[src/rtl/lsu_mem_port.sv]
// Load/store unit between execute and a word-addressed data memory.
// Converts byte addresses to word indices, extends load data and performs
// sub-word stores as a read-modify-write because the memory only writes whole words.
module lsu_mem_port #(
    parameter int ADDR_SHIFT = 2
) (
    input  logic        clock,
    input  logic        rst,
    input  logic        i_valid,
    input  logic        i_is_load,
    input  logic        i_is_store,
    input  logic [2:0]  i_funct3,
    input  logic [31:0] i_addr,
    input  logic [31:0] i_wdata,
    output logic        o_busy,
    output logic        o_done,
    output logic        o_fault,
    output logic [31:0] o_rdata,
    output logic        o_read_cs,
    output logic        o_write_cs,
    output logic [31:0] o_address,
    output logic [31:0] o_memdat,
    input  logic [31:0] i_memdat
);

    localparam logic [2:0] IDLE  = 3'd0;
    localparam logic [2:0] LD    = 3'd1;
    localparam logic [2:0] ST_RD = 3'd2;
    localparam logic [2:0] ST_WR = 3'd3;
    localparam logic [2:0] FIN   = 3'd4;

    logic [2:0]  state_q,  state_d;
    logic [31:0] addr_q,   addr_d;
    logic [31:0] wdata_q,  wdata_d;
    logic [2:0]  funct3_q, funct3_d;
    logic [31:0] merge_q,  merge_d;
    logic [31:0] rdata_q,  rdata_d;
    logic        fault_q,  fault_d;
    logic        req_fault;

    // Picks the addressed byte/half of a memory word and sign/zero-extends it.
    function automatic logic [31:0] load_extend(input logic [2:0] f3,
                                                input logic [1:0] lane,
                                                input logic [31:0] word);
        logic [7:0]  b;
        logic [15:0] h;
        case (lane)
            2'd0:    b = word[7:0];
            2'd1:    b = word[15:8];
            2'd2:    b = word[23:16];
            default: b = word[31:24];
        endcase
        h = lane[1] ? word[31:16] : word[15:0];
        case (f3)
            3'd0:    load_extend = {{24{b[7]}}, b};
            3'd1:    load_extend = {{16{h[15]}}, h};
            3'd4:    load_extend = {24'd0, b};
            3'd5:    load_extend = {16'd0, h};
            default: load_extend = word;
        endcase
    endfunction

    // Replaces the addressed byte/half of the old word with the store data.
    function automatic logic [31:0] store_merge(input logic [2:0] f3,
                                                input logic [1:0] lane,
                                                input logic [31:0] old,
                                                input logic [31:0] wd);
        logic [31:0] r;
        r = old;
        case (f3)
            3'd0: begin
                case (lane)
                    2'd0:    r[7:0]   = wd[7:0];
                    2'd1:    r[15:8]  = wd[7:0];
                    2'd2:    r[23:16] = wd[7:0];
                    default: r[31:24] = wd[7:0];
                endcase
            end
            3'd1: begin
                if (lane[1]) r[31:16] = wd[15:0];
                else         r[15:0]  = wd[15:0];
            end
            default: r = wd;
        endcase
        store_merge = r;
    endfunction

    // Classifies an incoming request as illegal or misaligned.
    always_comb begin
        req_fault = 1'b0;
        if (i_is_load == i_is_store)
            req_fault = 1'b1;
        if (i_is_load && (i_funct3 == 3'd3 || i_funct3 == 3'd6 || i_funct3 == 3'd7))
            req_fault = 1'b1;
        if (i_is_store && (i_funct3 > 3'd2))
            req_fault = 1'b1;
        if ((i_funct3[1:0] == 2'd1) && i_addr[0])
            req_fault = 1'b1;
        if ((i_funct3 == 3'd2) && (i_addr[1:0] != 2'd0))
            req_fault = 1'b1;
    end

    // Transaction sequencing: accept, memory access(es), one-cycle completion.
    always_comb begin
        state_d  = state_q;
        addr_d   = addr_q;
        wdata_d  = wdata_q;
        funct3_d = funct3_q;
        merge_d  = merge_q;
        rdata_d  = rdata_q;
        fault_d  = fault_q;
        case (state_q)
            IDLE: begin
                if (i_valid) begin
                    addr_d   = i_addr;
                    wdata_d  = i_wdata;
                    funct3_d = i_funct3;
                    fault_d  = req_fault;
                    if (req_fault)             state_d = FIN;
                    else if (i_is_load)        state_d = LD;
                    else if (i_funct3 == 3'd2) state_d = ST_WR;
                    else                       state_d = ST_RD;
                end
            end
            LD: begin
                rdata_d = load_extend(funct3_q, addr_q[1:0], i_memdat);
                state_d = FIN;
            end
            ST_RD: begin
                merge_d = i_memdat;
                state_d = ST_WR;
            end
            ST_WR:   state_d = FIN;
            FIN:     state_d = IDLE;
            default: state_d = IDLE;
        endcase
    end

    // State and latched request registers; reset clears everything.
    always_ff @(posedge clock) begin
        if (!rst) begin
            state_q  <= IDLE;
            addr_q   <= '0;
            wdata_q  <= '0;
            funct3_q <= '0;
            merge_q  <= '0;
            rdata_q  <= '0;
            fault_q  <= 1'b0;
        end else begin
            state_q  <= state_d;
            addr_q   <= addr_d;
            wdata_q  <= wdata_d;
            funct3_q <= funct3_d;
            merge_q  <= merge_d;
            rdata_q  <= rdata_d;
            fault_q  <= fault_d;
        end
    end

    // Memory-side strobes; selects are gated by reset so no write can slip through.
    always_comb begin
        o_read_cs  = rst && (state_q == LD || state_q == ST_RD);
        o_write_cs = rst && (state_q == ST_WR);
        o_address  = '0;
        o_memdat   = '0;
        if (state_q == LD || state_q == ST_RD || state_q == ST_WR)
            o_address = addr_q >> ADDR_SHIFT;
        if (state_q == ST_WR)
            o_memdat = store_merge(funct3_q, addr_q[1:0], merge_q, wdata_q);
    end

    assign o_busy  = (state_q != IDLE);
    assign o_done  = (state_q == FIN);
    assign o_fault = fault_q;
    assign o_rdata = rdata_q;

endmodule

[config.mk]
export PLATFORM = sky130hd
export DESIGN_NAME = lsu_mem_port
export DESIGN_NICKNAME = d
export VERILOG_FILES = /design/src/rtl/lsu_mem_port.sv
export SDC_FILE = /design/constraint.sdc
export NUM_CORES = 1
export LEC_CHECK = 0
export ABC_AREA = 1
export CORE_MARGIN = 2
export CORE_UTILIZATION = 64
export CTS_CLUSTER_SIZE = 14
export DETAILED_ROUTE_END_ITERATION = 8
export DONT_BUFFER_PORTS = 1
export PLACE_DENSITY = 0.8
export RECOVER_POWER = 100
export REMOVE_ABC_BUFFERS = 1
export SYNTH_ARGS = -nofsm -noshare
export SYNTH_HDL_FRONTEND = slang
export SYNTH_SLANG_ARGS = --single-unit
[constraint.sdc]
create_clock -name clock -period 1.8 [get_ports clock]
set_input_delay 0.18 -clock clock [delete_from_list [all_inputs] [get_ports clock]]
set_output_delay 0.18 -clock clock [all_outputs]
set_load 0.02 [all_outputs]
==> metrics, run 1 <==
Die Height about 110 um; main flop type after synthesis dfxtp_1; Root Driver clkbuf_8; clk buf depth 2; Seq/Total Area, Yosys 0.394; largest net degree at the start of global routing roughly 120; Final HPWL DP between 10,000 and 15,000 um; Placer Congestion 0.939; die extent in x around 110 um; EDFF count, synth 0; tool error [ERROR DPL-0038] Utilization greater than 100%, impossible to legalize; Seq cells post-synth between 100 and 150; PortBufs 0; Rows 37; Synth Area per Inst 6.70 sq um; status aborted with a tool error; unique cell type count in the Yosys netlist 35; Syn. warnings 0; H-tree depth 4; CTS Sinks between 100 and 150; post-GRT worst EP o_memdat[14]; Stop stage global routing (5_1_grt); Post-DP Area approximately 7300 sq um; I/O Pins ~210; Synth async-reset ratio 0; Starting Density 0.661; post-synthesis cell area a little under 7000 sq um; kind of the worst endpoint primary output; Synth Instances 1,023; clock buffer count from CTS 17
-- timing repair --
| action | 4_1_cts |
|---|---|
| hold endpoints to repair | 135 |
| endpoints found under the setup margin | 64 |
| pin swaps | 11 |
| hold buffers | 117 |
| setup buffers | 16 |
| resized for setup | 94 |
| cloned | 6 |
-- Yosys cell counts (all sizes together) (8+ instances only) --
master / number / share of area
o21bai: 16 / 0.023
dfxtp: 135 / 0.39
o21ai: 201 / 0.15
a21oi: 129 / 0.095
clkbuf: 47 / 0.026
nand3: 45 / 0.035
nand2: 145 / 0.081
o211ai: 13 / 0.014
nand4: 8 / 0.0073
nor2: 88 / 0.052
inv: 143 / 0.078
buf: 28 / 0.024
-- cell families after synthesis --
family | share of synthesized area
other cells | 0.000547
flops | 0.394
simple gates | 0.182
compound gates | 0.295
buf+inv | 0.128
-- per-stage QoR --
stage | util | std cells | setup slack (ps) | hold WS [ps]
after floorplan | - | 949 | -912 | 303
after global placement | 0.703 | 1156 | 130 | 315
after detailed placement | 0.703 | 1156 | 50.6 | 318
after CTS | 0.919 | 1324 | -270 | 0.760
==> inputs of run 2 (changes only) <==
- CORE_UTILIZATION: 64 -> 40
- CTS_CLUSTER_SIZE: 14 -> not set
- PLACE_DENSITY: 0.8 -> not set
- PLACE_DENSITY_LB_ADDON: not set -> 0.15
==> metrics, run 2 <==
core area approximately 17,000 sq um; vias in the first global route approximately 6,700; Worst Path Arrival 1800 ps; Crit. End Element output port; Max Clk Rate between 500 and 600 MHz; Syn. warnings 0 (unchanged); Top Layer Used met4; Synth Area per Inst 6.70 sq um (unchanged); Max Slew Vio Count 0; unique cell type count in the Yosys netlist 35 (unchanged); worst hold endpoint addr_q[3]; Seq cells post-synth 135 (unchanged); DR DRC count 0; first-pass GRT wire length about 37,000 um; crit share post-route 1.10; clk buf depth 2 (unchanged); TritonRoute pass-1 iters 6; Hold WC Path Type primary input to flip-flop; Pwr per Cell Area around 930 nW/um^2; Placer Congestion 0.887 (was 0.939); Post-synth top cells o21ai_0, nand2_1, dfxtp_1, inv_1, a21oi_1 (unchanged); main flop type after synthesis dfxtp_1 (unchanged); Final min period approximately 2000 ps; Final HPWL DP 15,500 um (was 13,400 um); r2r endpoint merge_q[31]; CTS tree yes; Yosys top cell by area dfxtp_1 (unchanged); failing checks hold timing, setup timing; kind of critical path flip-flop to output port; hold path start i_addr[3]; diode count 0; final hold violations 21; H-tree depth 4 (unchanged); Synth Instances 1,023 (unchanged); crit start category flip-flop; clock skew between 10 and 15 ps; metal3 WL approximately 2200 um; WL met2 about 11,000 um; Clock Pin Slew Worst Setup and Hold Paths 60 ps; Seq/Total Area, Yosys 0.394 (unchanged); Rows 47 (was 37); maximum vdd drop 0.720 mV; post-synthesis cell area 6860 sq um (unchanged); largest net degree at the start of global routing between 100 and 150; Initial DRC Count 539; vias per std cell approximately 5.3; status finished, violations left (was aborted with a tool error); Area growth syn-to-layout 44.2%; EDFF count, synth 0 (unchanged); post-layout util 0.594; WL final approximately 25,000 um; Synth async-reset ratio 0 (unchanged); crit path max fanout 5; Starting Density 0.412 (was 0.661); die extent in x 135 um (was 108 um); Synth area leaders dfxtp_1, o21ai_0, a21oi_1 (unchanged); share of cells above drive strength 1 0.236; I/O Pins 205 (unchanged); Vias 7,464; Routed Antenna Nets 0; Max-slew headroom 0.540; CTS Sinks 135 (unchanged); unrepaired setup endpoints after global routing true; slew at the pin closest to its max-slew limit roughly 690 ps; Clock Latency Late Sink 430 ps; hold depth 2; Total GRT Usage 0.259; top cell type's share of synthesized area 0.394 (unchanged); initial antenna violation count 0; flop2flop setup slack -140 ps; PortBufs 0 (unchanged); overflow left after global routing 0; WL/cell approximately 18 um; Final nets between 1,000 and 1,500; MaxCap Viol Count 0; cells on worst reg2reg path 6; Leakage ~0.0043 uW; clock buffer count from CTS 17 (unchanged); Min Hold Slack -42.8 ps; setup ws final -176 ps; Final setup viols 79; die area about 18,000 sq um; worst r2r src state_q[0]; wl on met1 10,900 um; most common cell after layout, fill and taps aside o21ai_0; most frequent cells in the layout o21ai_0, dfxtp_1, nand2_1; Die Height 135 um (was 108 um); count leader, synth o21ai_0 (unchanged); Root Driver clkbuf_16 (was clkbuf_8); CP Data Required Time ~1600 ps
==> run 2: how the worst max path moves through the flow <==
stage / startpoint / end / slack [ps]
2_1_floorplan: state_q[2] / o_rdata[21] / -910
3_3_place_gp: funct3_q[1] / o_memdat[15] / 120
3_5_place_dp: funct3_q[1] / o_memdat[15] / 100
4_1_cts: funct3_q[0] / o_memdat[13] / -210
5_1_grt: funct3_q[1] / o_memdat[13] / -270
6_report: funct3_q[1] / o_memdat[10] / -180
==> run 2: cell families (layout without fill, tap and decap cells) <==
logic type	Yosys count	count (layout)	synth area share
compound gates	376	376	0.295
buf+inv	218	385	0.128
flops	135	135	0.394
other cells	1	2	0.000547
simple gates	293	293	0.182
==> run 2: worst max-delay path, stage by stage, from the launching register on <==
cell and delay, ps:
dfxtp_2 330, inv_2 70, nand2_4 60, nor2_4 170, buf_8 160, nand2_4 60
buf_6 150, o211ai_1 150, nand2_1 100, inv_2 110
==> run 2: power by group <==
group          leakage (uW)  switching, uW  internal, uW  total (uW)
clock              0.000306           1310          2410        3720
sequential          0.00111            178          3210        3390
combinational       0.00292           1220           886        2110
total               0.00434           2710          6510        9210
==> run 2: routing by layer <==
layer | vias up | GRT usage
li1 | 3671 | -
met1 | 3451 | 0.343
met2 | 308 | 0.411
met3 | 34 | 0.0728
met4 | 0 | 0.0816
met5 | - | 0
==> run 2: repair_timing <==
item                       CTS  global route
hold buffers                39            49
setup endpoints to repair   36            70
cloned                       4             3
hold endpoints to repair   132           102
pin swaps                   21            22
buffers inserted            21            19
gates resized for setup    127            53
==> run 2: final cells by class <==
class | instances | area (sq um)
Timing Repair Buffer | 211 | 2080
Tap cell | 220 | 275
Clock inverter | 9 | 148
Inverter | 143 | 561
Clock buffer | 22 | 474
Sequential cell | 135 | 2720
Fill cell | 1551 | 6750
Multi-Input combinational cell | 671 | 3630
==> run 2: through the flow <==
| stage | cell area (sq um) | setup TNS, ps | worst slack [ps] | total power (uW) | std cells |
|---|---|---|---|---|---|
| 5_1_grt | 9890 | -19970 | -268 | 9620 | 1411 |
| 4_1_cts | 9100 | -4550 | -211 | 8990 | 1341 |
| 3_5_place_dp | 7430 | 0 | 104 | 4890 | 1246 |
| 2_1_floorplan | 6520 | -73280 | -912 | 4360 | 949 |
| 3_3_place_gp | 7430 | 0 | 119 | 4890 | 1246 |
| 6_report | 9890 | -5750 | -176 | 9210 | 1411 |
Note: power is estimated with default switching activity, not from simulation.
